`config.mk`:
```
export PLATFORM = sky130hd
export DESIGN_NAME = priority_arbiter_4
export DESIGN_NICKNAME = d
export VERILOG_FILES = /design/src/rtl/priority_arbiter_4.sv
export SDC_FILE = /design/constraint.sdc
export NUM_CORES = 1
export LEC_CHECK = 0
export BUFFER_PORTS_ARGS = -buffer_cell sky130_fd_sc_hd__buf_2
export CORE_MARGIN = 1.5
export CORE_UTILIZATION = 45
export CTS_CLUSTER_DIAMETER = 60
export CTS_CLUSTER_SIZE = 10
export DETAILED_ROUTE_END_ITERATION = 16
export PLACE_DENSITY = 0.64
export SLEW_MARGIN = 20
export SYNTH_ARGS = -nofsm -noshare
export SYNTH_HDL_FRONTEND = slang
export SYNTH_SLANG_ARGS = --single-unit
```
`constraint.sdc`:
```
create_clock -name clk -period 2.3 [get_ports clk]
set_clock_uncertainty 0.1 [all_clocks]
set_input_delay 0.46 -clock clk [delete_from_list [all_inputs] [get_ports clk]]
set_output_delay 0.46 -clock clk [all_outputs]
set_load 0.01 [all_outputs]
```
`src/rtl/priority_arbiter_4.sv`:
```
// priority_arbiter_4
//   Shares one downstream resource between four requesters. The highest
//   set request index wins. The grant is registered, one-hot, and carries a
//   binary owner ID. The owner keeps the grant until one of these happens:
//   it drops req, it pulses done, or the hold counter reaches MAX_HOLD.
//   Every release is followed by one dead GAP cycle, so the resource always
//   sees a break before the next grant is made.
//
//   Optional feature: define ARB_ROUND_ROBIN_EN to replace fixed priority
//   with rotating priority. The search then starts just above the last owner.
//
// Ports:
//   clk        system clock, rising edge
//   rst        asynchronous active-high reset
//   req[3:0]   level request per client
//   done[3:0]  single-cycle release pulse; only the owner's bit is honoured
//   gnt[3:0]   registered one-hot grant, zero when idle
//   gnt_id     binary owner index, zero when no grant is active
//   gnt_valid  high while a grant is active
//   timeout    one-cycle pulse when MAX_HOLD force-releases the owner
module priority_arbiter_4 #(
  parameter int MAX_HOLD = 16,
  parameter int CNT_W    = 8
) (
  input  logic       clk,
  input  logic       rst,
  input  logic [3:0] req,
  input  logic [3:0] done,
  output logic [3:0] gnt,
  output logic [1:0] gnt_id,
  output logic       gnt_valid,
  output logic       timeout
);

  typedef enum logic [1:0] {
    IDLE  = 2'b00,
    GRANT = 2'b01,
    GAP   = 2'b10
  } state_t;

  state_t           state_r, state_s;
  logic [3:0]       gnt_r, gnt_s;
  logic [1:0]       id_r, id_s;
  logic             valid_r, valid_s;
  logic             timeout_r, timeout_s;
  logic [CNT_W-1:0] cnt_r, cnt_s;
  logic [1:0]       winner_s;
  logic             own_req_s;
  logic             own_done_s;
  logic             at_max_s;

`ifdef ARB_ROUND_ROBIN_EN
  logic [1:0] last_r, last_s;

  // Rotating search from last+1 upward with wrap-around. The loop walks the
  // order backwards, so the last match it writes is the first index in order.
  function automatic logic [1:0] rr_pick(input logic [3:0] r, input logic [1:0] last);
    logic [1:0] idx;
    logic [1:0] res;
    res = 2'b00;
    for (int i = 4; i >= 1; i--) begin
      idx = last + 2'(i);
      if (r[idx]) begin
        res = idx;
      end else begin
        res = res;
      end
    end
    return res;
  endfunction

  // Winner selection under rotating priority
  always_comb begin
    winner_s = rr_pick(req, last_r);
  end
`else
  // Winner selection under fixed priority, bit 3 highest
  always_comb begin
    winner_s = 2'b00;
    casez (req)
      4'b1???: winner_s = 2'b11;
      4'b01??: winner_s = 2'b10;
      4'b001?: winner_s = 2'b01;
      default: winner_s = 2'b00;
    endcase
  end
`endif

  // Owner status terms used by the release decision
  always_comb begin
    own_req_s  = req[id_r];
    own_done_s = done[id_r];
    at_max_s   = (cnt_r == CNT_W'(MAX_HOLD));
  end

  // Next-state and next-output logic
  always_comb begin
    state_s   = state_r;
    gnt_s     = gnt_r;
    id_s      = id_r;
    valid_s   = valid_r;
    timeout_s = 1'b0;
    cnt_s     = cnt_r;
`ifdef ARB_ROUND_ROBIN_EN
    last_s    = last_r;
`endif
    case (state_r)
      IDLE: begin
        cnt_s = {CNT_W{1'b0}};
        if (req != 4'b0000) begin
          gnt_s   = 4'b0001 << winner_s;
          id_s    = winner_s;
          valid_s = 1'b1;
          cnt_s   = CNT_W'(1);
          state_s = GRANT;
`ifdef ARB_ROUND_ROBIN_EN
          last_s  = winner_s;
`endif
        end else begin
          state_s = IDLE;
        end
      end
      GRANT: begin
        if (!own_req_s || own_done_s || at_max_s) begin
          gnt_s     = 4'b0000;
          id_s      = 2'b00;
          valid_s   = 1'b0;
          // The release counts as a timeout only when MAX_HOLD alone caused it.
          timeout_s = at_max_s && own_req_s && !own_done_s;
          state_s   = GAP;
        end else begin
          if (cnt_r != {CNT_W{1'b1}}) begin
            cnt_s = cnt_r + CNT_W'(1);
          end else begin
            cnt_s = cnt_r;
          end
        end
      end
      GAP: begin
        cnt_s   = {CNT_W{1'b0}};
        state_s = IDLE;
      end
      default: begin
        gnt_s   = 4'b0000;
        id_s    = 2'b00;
        valid_s = 1'b0;
        cnt_s   = {CNT_W{1'b0}};
        state_s = IDLE;
      end
    endcase
  end

  // State and output registers
  always_ff @(posedge clk or posedge rst) begin
    if (rst) begin
      state_r   <= IDLE;
      gnt_r     <= 4'b0000;
      id_r      <= 2'b00;
      valid_r   <= 1'b0;
      timeout_r <= 1'b0;
      cnt_r     <= {CNT_W{1'b0}};
`ifdef ARB_ROUND_ROBIN_EN
      last_r    <= 2'b11;
`endif
    end else begin
      state_r   <= state_s;
      gnt_r     <= gnt_s;
      id_r      <= id_s;
      valid_r   <= valid_s;
      timeout_r <= timeout_s;
      cnt_r     <= cnt_s;
`ifdef ARB_ROUND_ROBIN_EN
      last_r    <= last_s;
`endif
    end
  end

  assign gnt       = gnt_r;
  assign gnt_id    = id_r;
  assign gnt_valid = valid_r;
  assign timeout   = timeout_r;

endmodule

```
# == Word-level counts from Yosys, hierarchy flattened ==
# Index checks and enable logic that the tools add are counted.
# totals
reg_bits,18
input_bits,10
output_inout_bits,8
word_cells,53
# op_classes
addsub,1
shift,1
muxes,23
n_lt_le_gt_ge,1
n_reduce_logical,10
bitwise_logic,1
eq_ne,10
# ops
cell,count
2-to-1 mux 8 bit,2
one-hot mux 8 bit (2 select lines),1
one-hot mux 2 bit (3 select lines),2
one-hot mux 4 bit (3 select lines),1
"adder 8 x 1 -> 8 bit, second input constant",1
"== test 8 x 5 -> 1 bit, second input constant",1
2-to-1 mux 1 bit,8
2-to-1 mux 4 bit,2
"!= test 2 bit, second input constant",4
"!= test 8 bit, second input constant",1
2-to-1 mux 2 bit,3
binary-select mux 1 bit (select 2 bit),2
"== test 2 x 1 -> 1 bit, second input constant",2
one-hot mux 2 bit (2 select lines),1
nonzero test 4 bit,1
"left shift 1 x 2 -> 4 bit, first input constant",1
"== test 3 x 1 -> 1 bit, second input constant",1
"less-than comparator 2 x 3 -> 1 bit, second input constant",1
one-hot mux 1 bit (3 select lines),1
AND reduction 3 bit,1
"== test 2 bit, second input constant",1
logical AND 1 bit,2
logical NOT 1 bit,2
logical NOT 2 bit,1
other kinds (3),4

# == Longest topological paths before layout ==
# Gate-level depths: netlist of run 1.
# depth
word_depth,7
depth_mapped,7
mapped_depth_nobuf,6

# == Worst setup path before layout of run 1 ==
# Ideal clock, no wire load.
# synth_path
kind,input to register
start,in done[0]
end,reg id_r[1] (netlist: gnt_id[1])
path_stages,4
arrival_time_ps,1670
setup_slack_ps,435
required_ps,2105
setup_ps,95
path_buffers,0
cell_sequence,nand2b_1 mux4_2 o32a_4 o32ai_2
# synth_via
elab_chain_len,6
# synth_lines
item,line_no,source
from (decl),28,"input logic [3:0] done,"
binary-select mux 1 bit (select 2 bit),92,own_done_s = done[id_r];
2-to-1 mux 1 bit (not written as such),92,
logical OR 1 bit (2 in series),124,if (!own_req_s || own_done_s || at_max_s) begin
!= test 2 bit (no source line),-,
AND reduction 3 bit (no source line),-,
to (signal assigned),168,id_r <= id_s;
to (decl),43,"logic [1:0] id_r, id_s;"
# Every way passes these cells. The select of a mux whose other input is x is not followed.
# A chain may end at the register's enable or synchronous reset.

# == Final worst setup path of run 1 ==
# layout_path
start,reg cnt_r[0]
end,reg cnt_r[7]
# layout_via
elab_chain_len,4
elab_cells_between_ends,10
cone_classes,add/sub: 1; eq/ne: 4; mux: 3; reduce/logical: 2
# layout_lines
item,line_no,source
from (decl),46,"logic [CNT_W-1:0] cnt_r, cnt_s;"
from (signal assigned),161,cnt_r <= {CNT_W{1'b0}};
from (signal assigned),171,cnt_r <= cnt_s;
adder 8 x 1 -> 8 bit or == test 8 x 5 -> 1 bit (tied branches),"133, 93",
2-to-1 mux 8 bit or logical OR 1 bit (tied branches),"132, 124",
2-to-1 mux 8 bit or != test 2 bit (tied branches),-,
one-hot mux 8 bit (2 select lines) or AND reduction 2 bit (tied branches),-,
# Parallel ways exist; a longest one is shown, timed or not. The select of a mux whose other input is x is not followed.

==> flow_summary.ini, run 1 <==
[min_path]
hold_path_class = input port to asynchronous set/reset pin

[critical_path]
crit_buf_inv = 1
path_max_fanout = 6
r2r_cells = 6
critPathLaunchType = flip-flop
crit_arrival_ns = 2.07
crit_cells = 6
cpMaxStageDelayCell = dfrtp_1
timing.rr.end = cnt_r[7]
worstSetupPathType = flip-flop to flip-flop
crit_chain = inv_1 -> ha_1 -> nor4bb_1 -> and2_1 -> nor4_2 -> a311oi_1
crit_path_max_incr_delay_ns = 0.43
cp-startpoint = cnt_r[0]
reg2reg_slack_ns = 0.33
worstSetupEndpoint = cnt_r[7]
r2r-start = cnt_r[0]
critPathRequiredTime_ns = 2.39
end_kind = flip-flop
critical-path-top-delay-family = simple AND/OR/NAND/NOR gates

[pwr]
max-vdd-ir-drop_uv = 522.7
power.leakage_nw = 0.5275
powerDensity_nw_per_um2 = 930.3

[timing]
rsz0062_at_grt = false
finalSetupViolCount = 0
fin_setup_tns_ns = 0
hold_violations = 0
fin_ws_ns = 0.3252
fmax_mhz = 506.4
relSlewSlack_pct = 51.83
min_period_over_period_pct = 85.86
slew_violations = 0
fin_crit_ns = 1.975
tightest_slew_ns = 0.7218

[clocking]
numCtsBuffers = 3
cts.clk_slew.worst_paths_ns = 0.11
cts-resized-gates = 0
ctsHoldBuffers = 0
cts.sinks = 18
cts_tree = built
cts_setup_buffers = 0
clockBufferDepth = 2
htreeDepth = 1
cts-root-buf = clkbuf_4
clock_latency_ns = 0.30

[route]
dr.first_iter.drc_count = 24
drc = 0
vias_per_cell = 5.815
ant_nets = 0
wirelength_um = 2235
avgRoutedWirePerCell_um = 14.24
drtPass1Iterations = 4
vias = 913

[yosys]
netlist_top_cells_area = dfrtp_1 (42%), nand2b_1 (5.3%), nor2b_1 (4.7%)
yosysSeqAreaShare_pct = 42.06
syn_nets = 123
synth_top_area_cell = dfrtp_1
synth_top_area_share_pct = 42.06
yosys_warnings = 0
synth-edff-count = 0
synth_flop_cell = dfrtp_1
syn-cell-area_um2 = 1071
synthArstFlopShare_pct = 100.0
ys_seq_elements = 18
ys_types = 32
synthCells = 111
avgSynthCellArea_um2 = 9.649

[cells_and_area]
final_cell_area_um2 = 1206
final_cell_mix = dfrtp_1 (18), buf_2 (17), nand2_1 (10)
diodes = 0
fill_cells = 216
layout.nets = 143
area_growth_pct = 12.62
layout_commonest_cell = dfrtp_1
drive_gt1_share_pct = 24.03

[floorplan]
core_area_um2 = 2233
rows = 17
ios = 18
initial_utilization_pct = 47.96
fp.dieArea_um2 = 2682
die_y_um = 51.79
die_w_um = 51.79

[run_status]
outcome = finished, final reports clean

[placement]
placed_area_um2 = 1184
place.port_buffers = 17
place_ws_ns = 0.1935
gp_congestion = 0.9196
hpwl_um = 1646

[global_routing]
grt_max_degree = 19
track_usage_pct = 19.11
grt_pass1_wl_um = 3767
antenna_found_initial = 0
grt_overflow = 0
first_global_vias = 829

[job]
cap_violations = 0
-- worst reg2reg max path, stage by stage, from the launching register on --
cell and delay [ns]:
dfrtp_1 0.43, inv_1 0.11, ha_1 0.17, nor4bb_1 0.33, and2_1 0.32, nor4_2 0.11
a311oi_1 0.30
-- state kept, by name (all words and copies together), names as in the netlist --
| signal | count |
|---|---|
| gnt | 4 |
| gnt_valid | 1 |
| gnt_id | 2 |
| state_r | 2 |
| cnt_r | 8 |
| timeout | 1 |
-- logic make-up after synthesis --
family	after synthesis	synth area share, %
AOI/OAI and AO/OA	19	16.01
adders and majority gates	2	2.336
buffers and inverters	12	4.205
DFF	18	42.06
muxes	5	7.009
and+or+nand+nor	55	28.39
-- Yosys cell counts, types with 2 or more instances --
| master | number |
|---|---|
| dfrtp_1 | 18 |
| ha_1 | 2 |
| o21ai_2 | 5 |
| nor2_1 | 8 |
| nand3_1 | 6 |
| inv_1 | 9 |
| nand4_1 | 3 |
| nor2b_1 | 8 |
| nor3_1 | 3 |
| clkbuf_1 | 2 |
| mux4_2 | 2 |
| a41oi_1 | 2 |
| a311oi_1 | 2 |
| a21oi_1 | 3 |
| mux2i_1 | 3 |
| nand2b_1 | 9 |
| nor4_1 | 2 |
| nand2_1 | 10 |
-- power by group --
group / internal (mW) / switching [mW] / leakage, nW / total (mW)
logic: 0.203 / 0.301 / 0.275 / 0.504
clock network: 0.0610 / 0.100 / 0.0138 / 0.161
registers: 0.391 / 0.0657 / 0.239 / 0.457
-- layout make-up --
type                            count  area [um^2]  area share (%)
Clock buffer                        3        22.52           1.867
Inverter                           10        37.54           3.112
Multi-Input combinational cell     81        575.6           47.72
Sequential cell                    18        450.4           37.34
Tap cell                           28        35.03           2.905
Timing Repair Buffer               17        85.08           7.054
-- metrics by stage --
step / util [%] / cells / hold WS [ns] / power [mW]
after CTS: 54.01 / 157 / 0.1908 / 1.125
after global routing: 54.01 / 157 / 0.2088 / 1.200
after global placement: 53.00 / 154 / 0.4153 / 0.9547
after floorplan: - / 111 / 0.2986 / 0.8234
after detailed placement: 53.00 / 154 / 0.4184 / 0.9661
final: 54.01 / 157 / 0.1608 / 1.122
-- how the worst min path moves through the flow --
stage / slack (ns) / end
CTS: 0.19 / gnt_id[1]
finish: 0.16 / gnt[3]
detailed placement: 0.42 / gnt[3]
global route: 0.21 / gnt[0]
floorplan: 0.30 / cnt_r[0]
global placement: 0.42 / gnt[2]
-- layer usage --
metal	vias to the layer above	global-route usage [%]	wire, um
li1	440	-	-
met1	440	26.49	1053
met2	28	29.27	1038
met3	5	3.736	109
met4	0	7.895	34
met5	-	0	0
No activity file was read; power rests on OpenSTA's default activity.
==> run 2: changes to the inputs <==
--- a/config.mk
+++ b/config.mk
@@ -11,7 +11,7 @@
 export CTS_CLUSTER_DIAMETER = 60
 export CTS_CLUSTER_SIZE = 10
 export DETAILED_ROUTE_END_ITERATION = 16
-export PLACE_DENSITY = 0.64
+export PLACE_DENSITY = 0.63
 export SLEW_MARGIN = 20
 export SYNTH_ARGS = -nofsm -noshare
 export SYNTH_HDL_FRONTEND = slang
==> run 2 against run 1 <==
  * Combinational power is 1% lower
  * Count of clock-buffer cells in the layout is 1 higher
  * Global-route usage is 1.2 points higher
  * Cell area grew 1.1%
  * Critical path depth shrank 2
  * Die area stayed put
  * Sequential cell count did not move
  * Register-to-register slack better by 0.02 ns
==> flow_summary.ini, run 2 (synthesis results as in run 1) <==
[run_status]
outcome = finished, final reports clean

[cells_and_area]
diodes = 0
layout.nets = 143
top_register = cnt_r
regArea_um2 = 450.4
largest_register_ffs = 8
layout_commonest_cell = dfrtp_1
area_growth_pct = 13.90
multi_input_comb_area_um2 = 575.6
utilization_pct = 54.62
fill_cells = 218
drive_gt1_share_pct = 24.62
final_cell_mix = dfrtp_1 (18), buf_2 (17), nand2_1 (10)

[critical_path]
worstSetupEndpoint = cnt_r[3]
crit_path_max_incr_delay_ns = 0.61
path_max_fanout = 7
crit_chain = inv_2 -> mux4_2 -> nor4_2 -> mux2i_1
crit_arrival_ns = 2.09
r2r-start = gnt_id[1]
critPathLaunchType = flip-flop
cp-startpoint = gnt_id[1]
timing.rr.end = cnt_r[3]
cpMaxStageDelayCell = mux4_2
r2r_cells = 4
reg2reg_slack_ns = 0.35
critPathRequiredTime_ns = 2.43
end_kind = flip-flop
worstSetupPathType = flip-flop to flip-flop

[timing]
relSlewSlack_pct = 54.42
hold_slack_ns = 0.1368
finalSetupViolCount = 0
fmax_mhz = 512.4
hold_violations = 0
rsz0062_at_grt = false
slew_violations = 0
fin_ws_ns = 0.3485
fin_crit_ns = 1.952
fin_setup_tns_ns = 0
tightest_slew_ns = 0.6830
min_period_over_period_pct = 84.85

[route]
drtPass1Iterations = 4
wirelength_um = 2222
drc = 0
dr.first_iter.drc_count = 19
vias_per_cell = 5.753
vias = 909
avgRoutedWirePerCell_um = 14.06
ant_nets = 0

[global_routing]
grt_max_degree = 19
grt_overflow = 0
track_usage_pct = 20.32
antenna_found_initial = 0
grt_pass1_wl_um = 4022
first_global_vias = 867

[placement]
place.port_buffers = 17
hpwl_um = 1650
place_ws_ns = 0.1852
gp_congestion = 0.8375

[pwr]
power.leakage_nw = 0.5347
powerDensity_nw_per_um2 = 948.8
max-vdd-ir-drop_uv = 721.5

[clocking]
cts.sinks = 18
clockBufferDepth = 2
cts-root-buf = clkbuf_4
cts.clk_slew.worst_paths_ns = 0.12
htreeDepth = 1
ctsHoldBuffers = 0
numCtsBuffers = 3
clock_latency_ns = 0.30
cts-resized-gates = 0
cts_setup_buffers = 0
cts_tree = built

[floorplan]
core_area_um2 = 2233
die_y_um = 51.79
fp.dieArea_um2 = 2682
ios = 18
initial_utilization_pct = 47.96
rows = 17
die_w_um = 51.79

[job]
cap_violations = 0

[min_path]
hold_path_class = input port to asynchronous set/reset pin
## run 2: where the power goes
part	leakage, nW	switching, mW	internal, mW
combinational	0.275	0.296	0.202
clock	0.0210	0.106	0.0965
sequential	0.239	0.0656	0.392
## run 2: worst min path at each step
stage,from,to,slack (ns),cells past startpoint
floorplan,rst,cnt_r[0],0.30,1
global placement,gnt[1],gnt[1],0.41,2
global route,rst,gnt[2],0.20,2
CTS,rst,gnt[2],0.17,2
detailed placement,gnt[3],gnt[3],0.42,2
finish,rst,gnt[2],0.14,2
## run 2: area by class of cell
cell class | instances | area share (%)
Clock buffer | 4 | 2.974
Inverter | 10 | 3.077
Multi-Input combinational cell | 81 | 47.18
Sequential cell | 18 | 36.92
Tap cell | 28 | 2.872
Timing Repair Buffer | 17 | 6.974
## run 2: layer usage
layer  up-vias  GRT usage (%)  wire length (um)
met3         2          3.448                69
li1        439              -                 -
met5         -              0                 0
met4         0          7.018                17
met2        14          32.69              1065
met1       454          27.70              1070
## run 2: per-stage QoR
stage               std cells  total power [mW]  area [um^2]
finish                    158             1.158         1220
global route              158             1.249         1220
CTS                       158             1.165         1220
detailed placement        154            0.9628         1184
global placement          154            0.9510         1184
floorplan                 111            0.8234         1071
## run 2: critical path: cells and delay by family (launching register included)
| kind | cells | cell delay (ns) |
|---|---|---|
| buf+inv | 1 | 0.10 |
| flops | 1 | 0.41 |
| mux | 2 | 0.85 |
| simple gates | 1 | 0.43 |
==> run 3: changes to the inputs <==
==> constraint.sdc (replaced) <==
create_clock -name clk -period 1.95 [get_ports clk]
set_clock_uncertainty 0.1 [all_clocks]
set_input_delay 0.39 -clock clk [delete_from_list [all_inputs] [get_ports clk]]
set_output_delay 0.39 -clock clk [all_outputs]
set_load 0.01 [all_outputs]
==> run 3 against run 2 <==
  * Cell area is 7.5% higher
  * Highest routed layer unchanged
  * Cell count increased by 5.7%
  * Via count increased by 4.3%
  * Global-route usage grew 0.30 points
  * First-iteration DRC count rose by 58%
==> flow_summary.ini, run 3 (synthesis results as in run 1) <==
[placement]
hpwl_um = 1790
place.port_buffers = 17
gp_congestion = 0.8920
placed_area_um2 = 1251

[route]
vias = 948
wirelength_um = 2326
drtPass1Iterations = 4
vias_per_cell = 5.677
ant_nets = 0
dr.first_iter.drc_count = 30
drc = 0
avgRoutedWirePerCell_um = 13.93

[job]
cap_violations = 0

[timing]
fin_crit_ns = 1.850
tightest_slew_ns = 0.6729
hold_violations = 0
relSlewSlack_pct = 55.09
finalSetupViolCount = 0
slew_violations = 0
min_period_over_period_pct = 94.89
fmax_mhz = 540.4
fin_setup_tns_ns = 0

[critical_path]
timing.rr.end = gnt_id[1]
r2r-start = gnt_id[1]
path_max_fanout = 6
end_kind = flip-flop
critPathRequiredTime_ns = 2.05
worstSetupPathType = flip-flop to flip-flop
r2r_cells = 4
crit_arrival_ns = 1.95
reg2reg_slack_ns = 0.1
critPathLaunchType = flip-flop
cp-startpoint = gnt_id[1]

[pwr]
max-vdd-ir-drop_uv = 941.4
power.total_mw = 1.405
powerDensity_nw_per_um2 = 1071
power.leakage_nw = 0.5814

[global_routing]
track_usage_pct = 20.62
first_global_vias = 903
grt_max_degree = 19
antenna_found_initial = 0
grt_pass1_wl_um = 4050
grt_overflow = 0

[clocking]
cts_setup_buffers = 0
ctsHoldBuffers = 0
cts.clk_slew.worst_paths_ns = 0.10
cts.sinks = 18
clockBufferDepth = 2
numCtsBuffers = 3
cts-root-buf = clkbuf_4
htreeDepth = 1
clock_latency_ns = 0.29
cts_tree = built

[cells_and_area]
largest_register_ffs = 8
layout.nets = 152
area_growth_pct = 22.43
final_cell_area_um2 = 1311
diodes = 0
fill_cells = 202
drive_gt1_share_pct = 31.65
final_cell_mix = dfrtp_1 (18), buf_2 (17), nand2_1 (10)
top_register = cnt_r
layout_commonest_cell = dfrtp_1

[min_path]
hold_path_class = input port to asynchronous set/reset pin

[floorplan]
fp.dieArea_um2 = 2682
rows = 17
die_y_um = 51.79
initial_utilization_pct = 47.96
die_w_um = 51.79
ios = 18
core_area_um2 = 2233

[run_status]
outcome = finished, final reports clean
[run 3: cell count changes in the layout (fill, tap and decap cells not counted), sizes merged]
| cell | previous run | this run |
|---|---|---|
| buf | 17 | 26 |
[run 3: layer usage]
| layer | up-vias | part of all wire [%] | GRT usage (%) |
|---|---|---|---|
| met4 | 0 | 1.2 | 6.140 |
| met3 | 4 | 4.6 | 5.460 |
| li1 | 457 | - | - |
| met5 | - | 0 | 0 |
| met1 | 458 | 46 | 27.64 |
| met2 | 29 | 48 | 32.69 |
[run 3: how the worst max path moves through the flow]
stage,endpoint
floorplan,gnt_id[1]
global placement,cnt_r[4]
detailed placement,cnt_r[4]
CTS,cnt_r[4]
global route,cnt_r[7]
finish,gnt_id[1]
[run 3: timing repair]
| item | CTS | global route |
|---|---|---|
| gates resized for setup | 0 | 5 |
| endpoints found under the hold margin | 0 | 0 |
| endpoints found under the setup margin | 0 | 9 |
[run 3: layout make-up]
class / instances / area (um^2) / area share (%)
Timing Repair Buffer: 26 / 152.6 / 11.64
Multi-Input combinational cell: 81 / 599.3 / 45.71
Sequential cell: 18 / 450.4 / 34.35
Tap cell: 28 / 35.03 / 2.672
Inverter: 10 / 37.54 / 2.863
Clock buffer: 4 / 36.28 / 2.767
[run 3: where the power goes]
group,switching [mW],internal [mW],total (mW),leakage (nW)
logic,0.362,0.280,0.642,0.321
registers,0.0767,0.462,0.539,0.239
clock network,0.110,0.114,0.224,0.0210
total,0.549,0.856,1.40,0.581
[run 3: critical path, stage by stage, from the launching register on]
cell     delay (ns)
dfrtp_1        0.40
inv_2          0.07
mux4_2         0.59
o32a_4         0.47
o32ai_2        0.13
[run 3: through the flow]
step | hold slack [ns] | util, % | worst slack (ns) | instances
2_1_floorplan | 0.2286 | - | 0.1221 | 111
3_3_place_gp | 0.4136 | 56.02 | -0.1069 | 163
3_5_place_dp | 0.4201 | 56.02 | -0.07780 | 163
4_1_cts | 0.1098 | 57.65 | 0.03805 | 167
5_1_grt | 0.1350 | 58.71 | -0.007829 | 167
6_report | 0.07908 | 58.71 | 0.09964 | 167
